File: src/rtl/score_digit_controller.sv
// score_digit_controller
// Sequences the on-screen BCD counter: a 4-phase inc/clr handshake drives a
// one-digit-per-cycle carry FSM over the working count. Once per frame the count
// is copied into a tear-free display snapshot. From hpos/vpos the snapshot is
// turned into a registered digit code and enable for the seven-segment pipeline.
module score_digit_controller #(
    parameter int NDIGITS   = 4,    // 1..8 BCD digits
    parameter int COL_START = 2,    // first 16-px column tile of the MSD
    parameter int ROW_TILE  = 1,    // 16-px row tile holding the digits
    parameter int V_ACTIVE  = 480,  // first blank line (frame boundary)
    parameter int BLANK_LZ  = 1     // 1: suppress leading zeros
) (
    input  logic                   i_clk,
    input  logic                   i_reset,
    input  logic [9:0]             i_hpos,
    input  logic [9:0]             i_vpos,
    input  logic                   i_display_on,
    input  logic                   i_inc_req,
    input  logic                   i_clr_req,
    output logic                   o_inc_ack,
    output logic [3:0]             o_digit,
    output logic                   o_digit_en,
    output logic                   o_overflow,
    output logic [4*NDIGITS-1:0]   o_value
);

    localparam int VW    = 4 * NDIGITS;
    localparam int PTR_W = (NDIGITS > 1) ? $clog2(NDIGITS) : 1;
    localparam logic [PTR_W-1:0] LAST_PTR = PTR_W'(NDIGITS - 1);

    typedef enum logic [1:0] {
        S_IDLE  = 2'd0,
        S_CARRY = 2'd1,
        S_ACK   = 2'd2
    } state_t;

    state_t           r_state;
    state_t           w_state_nxt;
    logic [VW-1:0]    r_work;
    logic [VW-1:0]    w_work_nxt;
    logic [VW-1:0]    r_snap;
    logic [PTR_W-1:0] r_ptr;
    logic [PTR_W-1:0] w_ptr_nxt;
    logic             r_overflow;
    logic             w_overflow_nxt;
    logic             r_ack;
    logic             r_pending;
    logic [3:0]       w_cur_digit;
    logic             w_frame;
    logic             w_row_hit;
    logic [5:0]       w_tile;
    logic [3:0]       w_digit_nxt;
    logic             w_digit_en_nxt;
    logic [3:0]       r_digit;
    logic             r_digit_en;

    // Digit currently addressed by the carry pointer.
    assign w_cur_digit = r_work[{r_ptr, 2'b00} +: 4];

    // Frame boundary: first pixel of the first blank line.
    assign w_frame = (i_vpos == 10'(V_ACTIVE)) && (i_hpos == 10'd0);

    // Next-state, working count, pointer and overflow for the carry FSM.
    always_comb begin
        // NOTE: every output of this block gets a default first so no path leaves
        // a signal unassigned, which would otherwise infer a latch.
        w_state_nxt    = r_state;
        w_work_nxt     = r_work;
        w_ptr_nxt      = r_ptr;
        w_overflow_nxt = r_overflow;
        case (r_state)
            S_IDLE: begin
                if (i_clr_req) begin
                    w_work_nxt     = '0;
                    w_overflow_nxt = 1'b0;
                end else if (i_inc_req) begin
                    w_ptr_nxt   = '0;
                    w_state_nxt = S_CARRY;
                end
            end
            S_CARRY: begin
                if (i_clr_req) begin
                    // Clear aborts the carry; the requester still gets its ack.
                    w_work_nxt     = '0;
                    w_overflow_nxt = 1'b0;
                    w_state_nxt    = S_ACK;
                end else if (w_cur_digit == 4'd9) begin
                    w_work_nxt[{r_ptr, 2'b00} +: 4] = 4'd0;
                    if (r_ptr == LAST_PTR) begin
                        w_overflow_nxt = 1'b1;
                        w_state_nxt    = S_ACK;
                    end else begin
                        w_ptr_nxt = r_ptr + PTR_W'(1);
                    end
                end else begin
                    w_work_nxt[{r_ptr, 2'b00} +: 4] = w_cur_digit + 4'd1;
                    w_state_nxt = S_ACK;
                end
            end
            S_ACK: begin
                if (i_clr_req) begin
                    w_work_nxt     = '0;
                    w_overflow_nxt = 1'b0;
                end
                if (!i_inc_req) begin
                    w_state_nxt = S_IDLE;
                end
            end
            default: w_state_nxt = S_IDLE;
        endcase
    end

    // FSM state register plus the datapath it controls; ack is registered.
    always_ff @(posedge i_clk) begin
        // NOTE: sequential state uses non-blocking assignments so every register
        // samples pre-edge values, independent of statement order.
        if (i_reset) begin
            r_state    <= S_IDLE;
            r_work     <= '0;
            r_ptr      <= '0;
            r_overflow <= 1'b0;
            r_ack      <= 1'b0;
        end else begin
            r_state    <= w_state_nxt;
            r_work     <= w_work_nxt;
            r_ptr      <= w_ptr_nxt;
            r_overflow <= w_overflow_nxt;
            r_ack      <= (w_state_nxt == S_ACK);
        end
    end

    // Frame snapshot: copy only while idle so a mid-carry value is never shown.
    always_ff @(posedge i_clk) begin
        if (i_reset) begin
            r_snap    <= '0;
            r_pending <= 1'b0;
        end else if ((r_state == S_IDLE) && (w_frame || r_pending)) begin
            r_snap    <= r_work;
            r_pending <= 1'b0;
        end else if (w_frame) begin
            r_pending <= 1'b1;
        end
    end

    assign w_tile    = i_hpos[9:4];
    assign w_row_hit = i_display_on && (i_vpos[9:4] == 6'(ROW_TILE));

    // Tile-to-digit decode with leading-zero blanking, MSD leftmost.
    always_comb begin
        logic w_zero_run;
        w_digit_nxt    = 4'd0;
        w_digit_en_nxt = 1'b0;
        w_zero_run     = 1'b1;
        for (int j = NDIGITS - 1; j >= 0; j--) begin
            // True while every digit from the MSD down to j is zero.
            w_zero_run = w_zero_run && (r_snap[4*j +: 4] == 4'd0);
            if (w_row_hit && (w_tile == 6'(COL_START + NDIGITS - 1 - j))) begin
                w_digit_nxt    = r_snap[4*j +: 4];
                w_digit_en_nxt = !((BLANK_LZ != 0) && w_zero_run && (j != 0));
            end
        end
    end

    // One-cycle registered digit output towards the segment decoder.
    always_ff @(posedge i_clk) begin
        if (i_reset) begin
            r_digit    <= 4'd0;
            r_digit_en <= 1'b0;
        end else begin
            r_digit    <= w_digit_nxt;
            r_digit_en <= w_digit_en_nxt;
        end
    end

    assign o_inc_ack  = r_ack;
    assign o_digit    = r_digit;
    assign o_digit_en = r_digit_en;
    assign o_overflow = r_overflow;
    assign o_value    = r_work;

endmodule

File: config.mk
export PLATFORM = sky130hd
export DESIGN_NAME = score_digit_controller
export DESIGN_NICKNAME = d
export VERILOG_FILES = /design/src/rtl/score_digit_controller.sv
export SDC_FILE = /design/constraint.sdc
export NUM_CORES = 1
export LEC_CHECK = 0
export CORE_UTILIZATION = 35
export CTS_CLUSTER_SIZE = 40
export DETAILED_ROUTE_END_ITERATION = 8
export SETUP_SLACK_MARGIN = 0.2
export SYNTH_ARGS = -nofsm -noshare
export SYNTH_HDL_FRONTEND = slang
export SYNTH_SLANG_ARGS = --single-unit
File: constraint.sdc
create_clock -name i_clk -period 4.3 [get_ports i_clk]
set_clock_uncertainty 0.2 [all_clocks]
set_input_delay 0.645 -clock i_clk [delete_from_list [all_inputs] [get_ports i_clk]]
set_output_delay 0.645 -clock i_clk [all_outputs]
set_load 0.03 [all_outputs]
==> reports/results.txt, run 1 <==
GPL Wtd Cong: 0.8365
initial core utilization: 0.3623
Die Wd: 82.84 um
worst-path cell chain: mux4_2, inv_1, ha_1, nand2_1, o22ai_2, a31oi_1, or3b_1, a21oi_1
Synth top area share: 0.3851
Max clock buf depth: 2
post-synth cell types: 50
DRT Wirelength: 5.990 mm
detailed-route via count: 2076
Clock transition at path regs: 0.09 ns
Mapped Area: 2287 um2
WL/cell: 16.19 um
Max Fclk: 0.3177 GHz
# resized after CTS: 0
Final setup viols: 0
cts bufs inserted: 5
Slowest-stage cell, CP: dfxtp_1
cell count after synthesis: 253
die area: 6862 um2
r2r worst-path depth: 8
Avg Vias per Cell: 5.611
Syn Area/Cell: 9.040 um2
Reg2Reg Launch Point: r_ptr[0]
Root Driver: clkbuf_8
hold_sp: o_overflow
first-pass GRT wire length: 9.798 mm
# clock sinks: 44
main area contributors after synthesis: dfxtp_1 39%, a21oi_1 5.5%, nor2_1 4.4%
setup bufs post-CTS: 0
post-synthesis sequential area ratio: 0.3851
final setup margin: 1.153 ns
Antenna diodes: 0
GRT Residual Overflow: 0
Leakage: 0.9610 nW
IO Count: 48
filler instances: 629
Detailed Place HPWL: 4.283 mm
Worst R2R Setup Slack: 1.15 ns
nets@finish: 325
CP max stage delay: 0.76 ns
Hold WC Path Type: flip-flop to flip-flop
Yosys top cell by area: dfxtp_1
htree depth: 2
CP Max Fanout: 15
Reg-to-Reg End: r_ptr[1]
met3 GRT Util: 0.04175
Critical Path RT: 4.34 ns
Hold Path Depth: 2
crit share post-route: 0.7320
Worst Path Arrival: 3.19 ns
TritonCTS clock tree: done
dpl ws: 1.109 ns
vias in the first global route: 1902
Setup CP Type: flip-flop to flip-flop
yosys warns: 0
initial antenna violation count: 0
hold path endpoint: o_overflow
fraction of layout cells with a size suffix above 1: 0.09556
post-route ant nets: 0
relative slew slack: 0.5070
number of core rows: 29
Worst-Skew Late Latency: 0.31 ns
GR Util All Layers: 0.1782
first-pass detailed-route iteration total: 5
setup TNS: 0 ns
Slew Limit Fails: 0
largest net degree at the start of global routing: 45
die height: 82.84 um
Top Usage Layer GRT: met2
min cycle time layout: 3.147 ns
initial detailed-routing violation count: 198
Peak VDD IR: 0.1259 mV
syn_nets: 286
final hold vios: 0
Yosys reg bits: 44
RSZ-0062 raised after global routing: false
critical path startpoint category: flip-flop
IO buf count: 47
M2 GR Usage: 0.2638
Layout area overhead: 25.88%
cts hold-fix bufs: 0
core area: 6314 um2
DR DRC count: 0
Worst Max-Slew Pin Slew: 0.7395 ns
M1 GR Usage: 0.2497
Total Power: 803.1 uW
run status: complete, no violations
PD cells: 278.9 nW/um2
CP Capture Type: flip-flop
MaxCap Viol Count: 0
## critical path, delay by kind of cell (launching register included)
family | cells | cell delay, ns
compound gates | 3 | 0.78
flops | 1 | 0.76
mux | 1 | 0.62
simple gates | 2 | 0.49
fa+ha+maj | 1 | 0.16
buf+inv | 1 | 0.08
## final cells by class
cell class,instances,area (um2),area share
multi-input cells,186,1282,0.4455
flip-flops and latches,44,880.8,0.3060
repair buffers,48,478.0,0.1660
well taps,77,96.34,0.03346
clock buffers,5,68.82,0.02390
clock inverters,3,46.29,0.01608
inverters,7,26.28,0.009126
## kinds of logic (layout without fill, tap and decap cells)
kind of cell,count (synthesis),count (layout),share of synthesized area
XOR/XNOR,2,2,0.007660
AO/OA/AOI/OAI,72,72,0.2172
AND/OR/NAND/NOR,91,91,0.2161
adder cells (fa/ha/maj),8,8,0.04377
flip-flops,44,44,0.3851
buffers and inverters,23,63,0.05416
multiplexers,13,13,0.07604
## per-layer routing
layer	vias up	share of wire
li1	1020	-
met1	971	0.48
met2	74	0.44
met3	11	0.061
met4	0	0.021
met5	-	0
## how the worst max path moves through the flow
stage,cells past startpoint,start,end
5_1_grt,8,r_ptr[0],r_ptr[1]
6_report,8,r_ptr[0],r_ptr[1]
4_1_cts,8,r_ptr[0],r_ptr[1]
3_5_place_dp,6,i_hpos[4],r_snap[3]
2_1_floorplan,9,r_ptr[0],r_ptr[1]
3_3_place_gp,8,r_ptr[0],r_ptr[1]
## synth_stat cells, drive strengths merged
cell      n
a2111oi   1
a21o      3
a21oi    25
a222oi    4
a22oi    13
a311oi    1
a31oi     3
a32oi     1
a41o      1
a41oi     1
and2      1
buf       7
clkbuf    9
dfxtp    44
ha        8
inv       7
mux2      5
mux2i     5
mux4      3
nand2    16
nand2b    3
nand3    17
nand3b    2
nand4     3
nand4b    1
nor2     28
nor2b     1
nor3      3
nor3b     3
nor4      4
nor4b     3
o2111ai   1
o21ai    17
o22ai     1
or2       1
or3b      2
or4       2
or4b      1
xnor2     1
xor2      1
## placed cells by master (no fill, tap or decap), types with 7 or more instances in the layout
master           netlist  routed
nand2_1               16      16
clkdlybuf4s50_1        0      47
o21ai_1                9       9
nor2_1                27      27
a21oi_1               25      25
inv_1                  7       7
dfxtp_1               44      44
a22oi_1               13      13
o21ai_0                7       7
nand3_1               16      16
ha_1                   8       8
## report_power, final
part,internal (mW),switching [mW]
clock,0.175,0.157
sequential,0.408,0.00218
combinational,0.0287,0.0313
total,0.612,0.191
## state kept, by name, indices dropped and copies added (netlist names)
signal	count
o_digit	4
o_digit_en	1
o_inc_ack	1
o_overflow	1
o_value	16
r_pending	1
r_ptr	2
r_snap	16
r_state	2
## stage by stage
stage / instance area [um2] / util / hold slack [ns] / instances
6_report: 2879 / 0.4560 / 0.2631 / 370
5_1_grt: 2879 / 0.4560 / 0.2856 / 370
4_1_cts: 2879 / 0.4560 / 0.2675 / 370
3_5_place_dp: 2764 / 0.4378 / 0.2530 / 362
3_3_place_gp: 2764 / 0.4378 / 0.2462 / 362
2_1_floorplan: 2287 / - / 0.2483 / 253
No activity file was read; power rests on OpenSTA's default activity.
==> inputs of run 2 (changes only) <==
clock period = 3.2 ns   (was 4.3 ns; I/O delays follow)
==> reports/results.txt, run 2 (synthesis results as in run 1) <==
post-layout instance area: 2893 um2 (was 2879 um2)
worst-path cell chain: mux4_2, inv_1, ha_1, nand2_1, o22ai_2, a31oi_1, or3b_1, a21oi_1 (unchanged)
largest net degree at the start of global routing: 45 (unchanged)
first-pass detailed-route iteration total: 4 (was 5)
Critical Path RT: 3.24 ns (was 4.34 ns)
IO buf count: 47 (unchanged)
Slew Limit Fails: 0 (unchanged)
Antenna diodes: 0 (unchanged)
Max Fclk: 0.3676 GHz (was 0.3177 GHz)
initial antenna violation count: 0 (unchanged)
MaxCap Viol Count: 0 (unchanged)
GR Util All Layers: 0.1800 (was 0.1782)
hold_sp: o_overflow (unchanged)
Leakage: 0.9707 nW (was 0.9610 nW)
htree depth: 2 (unchanged)
TritonCTS clock tree: done (unchanged)
r2r worst-path depth: 8 (unchanged)
RSZ-0062 raised after global routing: false (unchanged)
Max clock buf depth: 2 (unchanged)
vias in the first global route: 1994 (was 1902)
Avg Vias per Cell: 5.570 (was 5.611)
final hold vios: 0 (unchanged)
CP max stage delay: 0.56 ns (was 0.76 ns)
Hold WC Path Type: flip-flop to flip-flop (unchanged)
Detailed Place HPWL: 4.311 mm (was 4.283 mm)
# clock sinks: 44 (unchanged)
Slowest-stage cell, CP: mux4_2 (was dfxtp_1)
Die Wd: 82.84 um (unchanged)
initial core utilization: 0.3623 (unchanged)
min cycle time layout: 2.720 ns (was 3.147 ns)
Hold Path Depth: 2 (unchanged)
DRT Wirelength: 6.063 mm (was 5.990 mm)
nets@finish: 329 (was 325)
setup TNS: 0 ns (unchanged)
Worst-Skew Late Latency: 0.31 ns (about the same)
Worst Max-Slew Pin Slew: 0.7559 ns (was 0.7395 ns)
WL/cell: 16.21 um (was 16.19 um)
run status: complete, no violations (unchanged)
Setup CP Type: flip-flop to flip-flop (unchanged)
CP Max Fanout: 8 (was 15)
cts bufs inserted: 5 (unchanged)
setup bufs post-CTS: 0 (unchanged)
Worst Path Arrival: 2.76 ns (was 3.19 ns)
fraction of layout cells with a size suffix above 1: 0.1111 (was 0.09556)
Worst R2R Setup Slack: 0.48 ns (was 1.15 ns)
Layout area overhead: 26.48% (was 25.88%)
Root Driver: clkbuf_8 (unchanged)
# resized after CTS: 0 (unchanged)
IO Count: 48 (unchanged)
detailed-route via count: 2083 (was 2076)
PD cells: 350.1 nW/um2 (was 278.9 nW/um2)
most common cell after layout, fill and taps aside: clkdlybuf4s50_1 (unchanged)
Bufs and invs on worst path: 1 (unchanged)
Largest delay share family, worst path: compound AO/OA/AOI/OAI gates (unchanged)
relative slew slack: 0.4961 (was 0.5070)
most frequent cells in the layout: 47 x clkdlybuf4s50_1, 43 x dfxtp_1, 27 x nor2_1 (was 47 x clkdlybuf4s50_1, 44 x dfxtp_1, 27 x nor2_1)
hold path endpoint: o_overflow (unchanged)
DR DRC count: 0 (unchanged)
number of core rows: 29 (unchanged)
crit share post-route: 0.8500 (was 0.7320)
cts hold-fix bufs: 0 (unchanged)
Peak VDD IR: 0.1552 mV (was 0.1259 mV)
Final setup viols: 0 (unchanged)
die area: 6862 um2 (unchanged)
Reg-to-Reg End: r_ptr[1] (unchanged)
Reg2Reg Launch Point: r_ptr[0] (unchanged)
critical path startpoint category: flip-flop (unchanged)
post-route ant nets: 0 (unchanged)
GPL Wtd Cong: 0.8404 (was 0.8365)
first-pass GRT wire length: 9.998 mm (was 9.798 mm)
core area: 6314 um2 (unchanged)
die height: 82.84 um (unchanged)
GRT Residual Overflow: 0 (unchanged)
CP Capture Type: flip-flop (unchanged)
initial detailed-routing violation count: 190 (was 198)
dpl cell area: 2794 um2 (was 2764 um2)
Clock transition at path regs: 0.08 ns (was 0.09 ns)
-- run 2: cell types whose count changed in the layout (fill, tap and decap cells not counted), sizes merged --
cell | previous run | this run
buf | 1 | 5
bufinv | 1 | 0
clkbuf | 5 | 6
clkinvlp | 1 | 2
inv | 8 | 7
-- run 2: cell type report --
class | instances | area, um2
clock buffers | 6 | 82.58
multi-input cells | 186 | 1282
flip-flops and latches | 44 | 882.1
well taps | 77 | 96.34
repair buffers | 52 | 508.0
fillers | 627 | 3421
clock inverters | 2 | 15.01
inverters | 7 | 26.28
-- run 2: stage by stage --
step,cells,power [mW],utilization,hold WS (ns),worst slack (ns)
2_1_floorplan,253,0.6048,-,0.2483,0.4889
3_3_place_gp,366,0.6468,0.4425,0.2498,0.3712
3_5_place_dp,366,0.6471,0.4425,0.2545,0.3564
4_1_cts,374,1.017,0.4580,0.2661,0.3731
5_1_grt,374,1.051,0.4582,0.2860,0.3161
6_report,374,1.013,0.4582,0.2604,0.4799
-- run 2: worst reg2reg max path: cells and delay by family (launching register included) --
family | cells | cell delay (ns)
adder cells (fa/ha/maj) | 1 | 0.16
multiplexers | 1 | 0.56
AO/OA/AOI/OAI | 3 | 0.73
flip-flops | 1 | 0.44
AND/OR/NAND/NOR | 2 | 0.48
buffers and inverters | 1 | 0.09
-- run 2: worst max path at each step --
stage,from,cells past startpoint,endpoint,slack [ns]
after floorplan,r_ptr[0],9,r_ptr[1],0.49
after global placement,i_hpos[4],6,r_snap[3],0.37
after detailed placement,i_hpos[4],6,r_snap[2],0.36
after CTS,r_ptr[0],8,r_ptr[1],0.37
after global routing,r_ptr[0],8,r_ptr[1],0.32
final,r_ptr[0],8,r_ptr[1],0.48
-- run 2: per-layer routing --
metal	track usage	share of wire	up-vias
met5	0	0	-
met4	0.07053	0.017	0
met3	0.03678	0.055	8
met2	0.2757	0.44	69
met1	0.2483	0.49	986
li1	-	-	1020
-- run 2: report_power, final --
part | switching (mW) | leakage (nW) | total [mW] | internal [mW]
sequential | 0.00297 | 0.355 | 0.552 | 0.549
clock | 0.203 | 0.0434 | 0.378 | 0.175
combinational | 0.0431 | 0.572 | 0.0832 | 0.0401
